[src/rtl/fetch_stage_if.sv]
// fetch_stage_if: stall/flush/redirect inputs, instruction-memory port and IF/ID outputs of the fetch stage
// slave  = fetch_stage view (control/memory inputs in, imem address and Decode fields out)
// master = hazard unit / Execute / memory / Decode view
interface fetch_stage_if;
  logic        iStallF;
  logic        iStallD;
  logic        iFlushD;
  logic        iPcSrcE;
  logic [31:0] iPcTargetE;
  logic [31:0] oImemAddr;
  logic [31:0] iImemData;
  logic [31:0] oInstrD;
  logic [31:0] oPcD;
  logic [31:0] oPcPlus4D;
  logic        oValidD;
  logic        oFetchFault;
  modport slave (
    input  iStallF, iStallD, iFlushD, iPcSrcE, iPcTargetE, iImemData,
    output oImemAddr, oInstrD, oPcD, oPcPlus4D, oValidD, oFetchFault
  );
  modport master (
    output iStallF, iStallD, iFlushD, iPcSrcE, iPcTargetE, iImemData,
    input  oImemAddr, oInstrD, oPcD, oPcPlus4D, oValidD, oFetchFault
  );
endinterface

[src/rtl/fetch_stage.sv]
// fetch_stage: RV32I program counter and IF/ID pipeline register
// iClk/iRst: clock, synchronous active-high reset; bus (fetch_stage_if.slave): stall/flush/redirect,
// imem address/data, registered instruction/PC/PC+4/valid to Decode, sticky fetch fault.
// FETCH_MISALIGN_CHECK_EN: align misaligned redirect targets and raise the sticky oFetchFault flag.
module fetch_stage #(
  parameter logic [31:0] RESET_PC  = 32'h0000_0000,
  parameter logic [31:0] NOP_INSTR = 32'h0000_0013
) (
  input logic          iClk,
  input logic          iRst,
  fetch_stage_if.slave bus
);
  logic [31:0] pc_q, pc_d, pc_plus4, target;
  logic [31:0] instr_q, instr_d, pc_dec_q, pc_dec_d, pc_plus4_dec_q, pc_plus4_dec_d;
  logic        valid_q, valid_d, bubble;
`ifdef FETCH_MISALIGN_CHECK_EN
  logic        fault_q, fault_d;
  assign target = {bus.iPcTargetE[31:2], 2'b00};
  always_comb fault_d = fault_q | (bus.iPcSrcE & |bus.iPcTargetE[1:0]);
  always_ff @(posedge iClk)
    if (iRst) fault_q <= 1'b0;
    else fault_q <= fault_d;
  assign bus.oFetchFault = fault_q;
`else
  assign target = bus.iPcTargetE;
  assign bus.oFetchFault = 1'b0;
`endif
  // a taken redirect squashes the wrong-path word even without iFlushD
  always_comb begin
    pc_plus4       = pc_q + 32'd4;
    bubble         = bus.iFlushD | bus.iPcSrcE;
    pc_d           = bus.iPcSrcE ? target : bus.iStallF ? pc_q : pc_plus4;
    instr_d        = bubble ? NOP_INSTR : bus.iStallD ? instr_q : bus.iImemData;
    pc_dec_d       = bubble ? 32'd0 : bus.iStallD ? pc_dec_q : pc_q;
    pc_plus4_dec_d = bubble ? 32'd0 : bus.iStallD ? pc_plus4_dec_q : pc_plus4;
    valid_d        = bubble ? 1'b0 : bus.iStallD ? valid_q : 1'b1;
  end
  always_ff @(posedge iClk)
    if (iRst) begin
      pc_q           <= RESET_PC;
      instr_q        <= NOP_INSTR;
      pc_dec_q       <= 32'd0;
      pc_plus4_dec_q <= 32'd0;
      valid_q        <= 1'b0;
    end else begin
      pc_q           <= pc_d;
      instr_q        <= instr_d;
      pc_dec_q       <= pc_dec_d;
      pc_plus4_dec_q <= pc_plus4_dec_d;
      valid_q        <= valid_d;
    end
  assign bus.oImemAddr = pc_q;
  assign bus.oInstrD   = instr_q;
  assign bus.oPcD      = pc_dec_q;
  assign bus.oPcPlus4D = pc_plus4_dec_q;
  assign bus.oValidD   = valid_q;
endmodule

[src/flat_wrapper.sv]
// flat-port wrapper written by rule: the top's interface ports become plain ports
module fetch_stage_flat 
#(
  parameter logic [31:0] RESET_PC  = 32'h0000_0000,
  parameter logic [31:0] NOP_INSTR = 32'h0000_0013
)
  (iClk, iRst, bus_iStallF, bus_iStallD, bus_iFlushD, bus_iPcSrcE, bus_iPcTargetE, bus_iImemData, bus_oImemAddr, bus_oInstrD, bus_oPcD, bus_oPcPlus4D, bus_oValidD, bus_oFetchFault);
  fetch_stage_if bus_i ();
  input logic iClk;
  input logic iRst;
  input wire logic [$bits(bus_i.iStallF)-1:0] bus_iStallF;
  input wire logic [$bits(bus_i.iStallD)-1:0] bus_iStallD;
  input wire logic [$bits(bus_i.iFlushD)-1:0] bus_iFlushD;
  input wire logic [$bits(bus_i.iPcSrcE)-1:0] bus_iPcSrcE;
  input wire logic [$bits(bus_i.iPcTargetE)-1:0] bus_iPcTargetE;
  input wire logic [$bits(bus_i.iImemData)-1:0] bus_iImemData;
  output wire logic [$bits(bus_i.oImemAddr)-1:0] bus_oImemAddr;
  output wire logic [$bits(bus_i.oInstrD)-1:0] bus_oInstrD;
  output wire logic [$bits(bus_i.oPcD)-1:0] bus_oPcD;
  output wire logic [$bits(bus_i.oPcPlus4D)-1:0] bus_oPcPlus4D;
  output wire logic [$bits(bus_i.oValidD)-1:0] bus_oValidD;
  output wire logic [$bits(bus_i.oFetchFault)-1:0] bus_oFetchFault;
  assign bus_i.iStallF = bus_iStallF;
  assign bus_i.iStallD = bus_iStallD;
  assign bus_i.iFlushD = bus_iFlushD;
  assign bus_i.iPcSrcE = bus_iPcSrcE;
  assign bus_i.iPcTargetE = bus_iPcTargetE;
  assign bus_i.iImemData = bus_iImemData;
  assign bus_oImemAddr = bus_i.oImemAddr;
  assign bus_oInstrD = bus_i.oInstrD;
  assign bus_oPcD = bus_i.oPcD;
  assign bus_oPcPlus4D = bus_i.oPcPlus4D;
  assign bus_oValidD = bus_i.oValidD;
  assign bus_oFetchFault = bus_i.oFetchFault;
  fetch_stage #(.RESET_PC(RESET_PC), .NOP_INSTR(NOP_INSTR)) u_core (.iClk(iClk), .iRst(iRst), .bus(bus_i));
endmodule
[config.mk]
export PLATFORM = sky130hd
export DESIGN_NAME = fetch_stage_flat
export DESIGN_NICKNAME = d
export VERILOG_FILES = /design/src/rtl/fetch_stage_if.sv /design/src/rtl/fetch_stage.sv /design/src/flat_wrapper.sv
export SDC_FILE = /design/constraint.sdc
export NUM_CORES = 1
export LEC_CHECK = 0
export ABC_AREA = 1
export ABC_CLOCK_PERIOD_IN_PS = 2460
export BUFFER_PORTS_ARGS = -buffer_cell sky130_fd_sc_hd__buf_2
export CORE_ASPECT_RATIO = 0.7
export CORE_MARGIN = 1.5
export CORE_UTILIZATION = 54
export CTS_CLUSTER_DIAMETER = 80
export DETAILED_ROUTE_END_ITERATION = 7
export PLACE_DENSITY = 0.86
export SETUP_SLACK_MARGIN = 0.05
export SYNTH_ARGS = -nofsm -noshare
export SYNTH_HDL_FRONTEND = slang
export SYNTH_SLANG_ARGS = --single-unit
[constraint.sdc]
create_clock -name iClk -period 2.46 [get_ports iClk]
set_clock_uncertainty 0.2 [all_clocks]
set_input_delay 0.123 -clock iClk [delete_from_list [all_inputs] [get_ports iClk]]
set_output_delay 0.123 -clock iClk [all_outputs]
set_load 0.02 [all_outputs]
==> results.txt <==
The worst path uses between 90% and 100% of the clock period. The flow ran to the end, and the final reports show no timing, DRC or antenna violations. The number of gates resized after CTS was 0. STA classifies the critical path startpoint as a primary input. The clock drives ~130 sinks. The die extent in x came out at 125 um. In this run the tightest slew margin relative to its limit is 60.5%. STA classifies the critical path endpoint as a register. For this design the ratio of total power to cell area is a little over 700 mW/mm2. The die covers 0.0110 mm2.

The total number of H-tree levels is 4. The final layout contains roughly 1100 nets. The number of antenna repair diodes came out at 0. After detailed routing, the number of vias per cell comes to 5.42. The synthesized instance count came out at a little over 800. For this run, the number of Yosys warnings is 0. The maximum number of pins on one net before global-route repair is ~110. No sink is reached through more buffers than the 2 on the longest clock path. The clock latency at the later pin of the worst-skew pair is 410 ps. Synthesis instantiated 25 different standard cells from the library.

The count of final max-slew check failures came out at 0. Setup repair after global routing left no endpoint under its margin. The number of top-level pins is 200.

The count of standard-cell rows came out at 30. The required time at the worst-slack endpoint came out at 2550 ps. The initial detailed-routing violation count is approximately 990. After synthesis, the cell types taking the most area are sky130_fd_sc_hd__dfxtp_1, sky130_fd_sc_hd__nand2_1, sky130_fd_sc_hd__nor2_1, sky130_fd_sc_hd__a21oi_1, sky130_fd_sc_hd__inv_1.

The peak supply drop came out at approximately 500 uV. The count of hold buffers inserted by post-cts repair is 68. TritonCTS built the clock tree.

The die outline height came out at approximately 88 um. The worst endpoint data arrival time is around 2400 ps. The ratio of cells with drive above 1 in the final layout is between 20% and 30%. The cell area that synthesis handed to floorplanning was roughly 0.0056 mm2.

The detail-routed net length per standard cell came out at 16.3 um. The area share of the largest cell type after synthesis came out at around 45%. The buffers inserted during post-CTS setup optimization came out at 0. The layout filler cell count is 646. The first global-routing pass estimated roughly 30000 um of wire.

The number of nets in the synthesized netlist is 896. The area inside the core boundary came out at about 0.01 mm2. The hold violation total from the final report is 0. The static power due to leakage came out at slightly below 4 nW.

The synthesized design spends more area on one cell type than any other, namely sky130_fd_sc_hd__dfxtp_1. The final HPWL from detailed placement came out at around 12000 um. At the placement stage, the worst setup path has a slack of 565 ps. The global-route total usage across every layer is a little over a third. Of all nets on the critical path, the largest fanout is 9.

Derived from the worst setup path, the maximum achievable clock frequency is about 440 MHz. The initial antenna violation count came to 0. Relative to the synthesized area, the layout overhead comes to 43.3%. The DRC violations left is 0. The number of clock buffers inserted by TritonCTS is 17. The total via count after detailed routing is ~6600. The final wirelength came out at about 20000 um. The number of buffers inserted by port buffering came out at roughly 200. After clock tree synthesis, the clock-pin slew on the worst setup and hold paths is about 50 ps.

The via count of the first global-routing pass is between 6000 and 7000. The sequential fraction of the synthesis area came out at approximately 45%. For the final routed database, the setup TNS stands at 0 ps.

The type of the tightest min-delay check is primary input to register. The number of register bits inferred by synthesis came out at ~130. The critical path is of the primary input to register type. The initial utilization of the core area, before any placement, comes to 56.6%. The detail route stage leaves a number of antenna-violating nets equal to 0. The tree is rooted in a sky130_fd_sc_hd__clkbuf_16. The measured slew at the worst slew-check pin came out at ~590 ps.

The count of final setup violators came out at 0. The global-route congestion overflow total is 0. The tightest hold path in the finished design has a slack of a little under 30 ps. The tool flagged a number of max-cap violations equal to 0. The first-pass iteration count of the detailed router came out at 6.

The setup slack of the critical path after layout is 204 ps. The routed design could run at a clock period as short as about 2300 ps. The per-instance average area after synthesis is 6.80 um2. At the end of routability-driven placement, the weighted congestion stood at about 1.0.
[state kept, by name (all words and copies together), names as in the netlist]
register              cells
u_core.bus.oInstrD       32
u_core.bus.oImemAddr     32
u_core.bus.oPcPlus4D     32
u_core.bus.oPcD          30
u_core.bus.oValidD        1
[report_power, final]
| part | leakage [nW] | internal, mW | switching, mW |
|---|---|---|---|
| Combinational | 2.61 | 0.238 | 0.367 |
| Sequential | 1.03 | 2.11 | 0.0631 |
| Clock | 0.334 | 2.01 | 0.952 |
[cell usage after synthesis]
master	n
sky130_fd_sc_hd__a21o_1	4
sky130_fd_sc_hd__a21oi_1	83
sky130_fd_sc_hd__a31oi_1	7
sky130_fd_sc_hd__and2_1	2
sky130_fd_sc_hd__buf_1	2
sky130_fd_sc_hd__buf_2	11
sky130_fd_sc_hd__buf_4	5
sky130_fd_sc_hd__buf_6	1
sky130_fd_sc_hd__clkbuf_1	27
sky130_fd_sc_hd__conb_1	1
sky130_fd_sc_hd__dfxtp_1	127
sky130_fd_sc_hd__ha_1	1
sky130_fd_sc_hd__inv_1	85
sky130_fd_sc_hd__inv_2	2
sky130_fd_sc_hd__nand2_1	220
sky130_fd_sc_hd__nand2_2	4
sky130_fd_sc_hd__nand2_4	1
sky130_fd_sc_hd__nand3_1	23
sky130_fd_sc_hd__nor2_1	138
sky130_fd_sc_hd__nor2_2	4
sky130_fd_sc_hd__nor2_4	6
sky130_fd_sc_hd__nor3_4	1
sky130_fd_sc_hd__o21ai_0	55
sky130_fd_sc_hd__xnor2_1	3
sky130_fd_sc_hd__xor2_1	12
[logic make-up (layout without fill, tap and decap cells)]
| family | after synthesis | in the layout | synth area share (%) |
|---|---|---|---|
| adder cells (fa/ha/maj) | 1 | 1 | 0.223 |
| XOR/XNOR | 15 | 15 | 2.34 |
| AND/OR/NAND/NOR | 399 | 399 | 28.8 |
| buffers and inverters | 133 | 395 | 9.61 |
| flip-flops | 127 | 127 | 45.3 |
| other | 1 | 1 | 0.0668 |
| AO/OA/AOI/OAI | 149 | 149 | 13.6 |
[final cells by class]
cell class / instances / area (um2) / share of cell area, %
Clock buffer: 18 / 429 / 5.34
Inverter: 87 / 327 / 4.06
Clock inverter: 14 / 263 / 3.27
Tap cell: 128 / 160 / 1.99
Sequential cell: 127 / 2540 / 31.6
Timing Repair Buffer: 276 / 1790 / 22.2
Multi-Input combinational cell: 565 / 2530 / 31.5
[layout by cell type (no fill, tap or decap), types with 3 or more instances in the layout]
cell                              n
sky130_fd_sc_hd__clkbuf_16       17
sky130_fd_sc_hd__bufinv_16        7
sky130_fd_sc_hd__o21ai_0         55
sky130_fd_sc_hd__xor2_1          12
sky130_fd_sc_hd__xnor2_1          3
sky130_fd_sc_hd__a21oi_1         83
sky130_fd_sc_hd__clkinv_4         3
sky130_fd_sc_hd__nor2_4           6
sky130_fd_sc_hd__dlygate4sd3_1   68
sky130_fd_sc_hd__a31oi_1          7
sky130_fd_sc_hd__nand2_1        220
sky130_fd_sc_hd__a21o_1           4
sky130_fd_sc_hd__buf_2          197
sky130_fd_sc_hd__dfxtp_1        127
sky130_fd_sc_hd__inv_2            3
sky130_fd_sc_hd__nor2_2           5
sky130_fd_sc_hd__buf_12           3
sky130_fd_sc_hd__nand2_2          4
sky130_fd_sc_hd__nor2_1         137
sky130_fd_sc_hd__buf_4            8
sky130_fd_sc_hd__inv_1           84
sky130_fd_sc_hd__nand3_1         23
[critical path, stage by stage]
cell,delay [ps]
sky130_fd_sc_hd__dlygate4sd3_1,530
sky130_fd_sc_hd__buf_2,140
sky130_fd_sc_hd__nor3_4,120
sky130_fd_sc_hd__dlygate4sd3_1,580
sky130_fd_sc_hd__buf_4,170
sky130_fd_sc_hd__nand3_1,100
sky130_fd_sc_hd__dlygate4sd3_1,580
[routing by layer]
| metal | global-route usage [%] | wire length [um] | vias to the layer above |
|---|---|---|---|
| li1 | - | - | 3052 |
| met1 | 45.5 | 7740 | 2963 |
| met2 | 55.2 | 8770 | 498 |
| met3 | 10.3 | 2560 | 68 |
| met4 | 15.7 | 674 | 0 |
| met5 | 0 | 0 | - |
[final timing paths]
| kind | end | start | cells past startpoint | slack (ps) |
|---|---|---|---|---|
| hold reg to reg | u_core.bus.oInstrD[26]$_SDFFE_PP0N_ | u_core.bus.oInstrD[26]$_SDFFE_PP0N_ | 2 | 260 |
| hold / removal | u_core.bus.oPcPlus4D[28]$_SDFFE_PP0N_ | bus_iStallD | 5 | 30 |
| setup reg to reg | u_core.bus.oImemAddr[18]$_SDFFE_PP0N_ | u_core.bus.oImemAddr[14]$_SDFFE_PP0N_ | 7 | 390 |
| setup / recovery | u_core.bus.oInstrD[0]$_SDFFE_PP1N_ | iRst | 7 | 200 |
[metrics by stage]
| stage | area, um2 | total power [mW] | std cells | util [%] |
|---|---|---|---|---|
| 2_1_floorplan | 5610 | 2.51 | 825 | - |
| 3_3_place_gp | 6670 | 2.71 | 1115 | 67.3 |
| 3_5_place_dp | 6670 | 2.71 | 1115 | 67.3 |
| 4_1_cts | 8040 | 5.71 | 1215 | 81.1 |
| 5_1_grt | 8040 | 5.90 | 1215 | 81.1 |
| 6_report | 8040 | 5.74 | 1215 | 81.1 |
No activity file was read; power rests on OpenSTA's default activity.
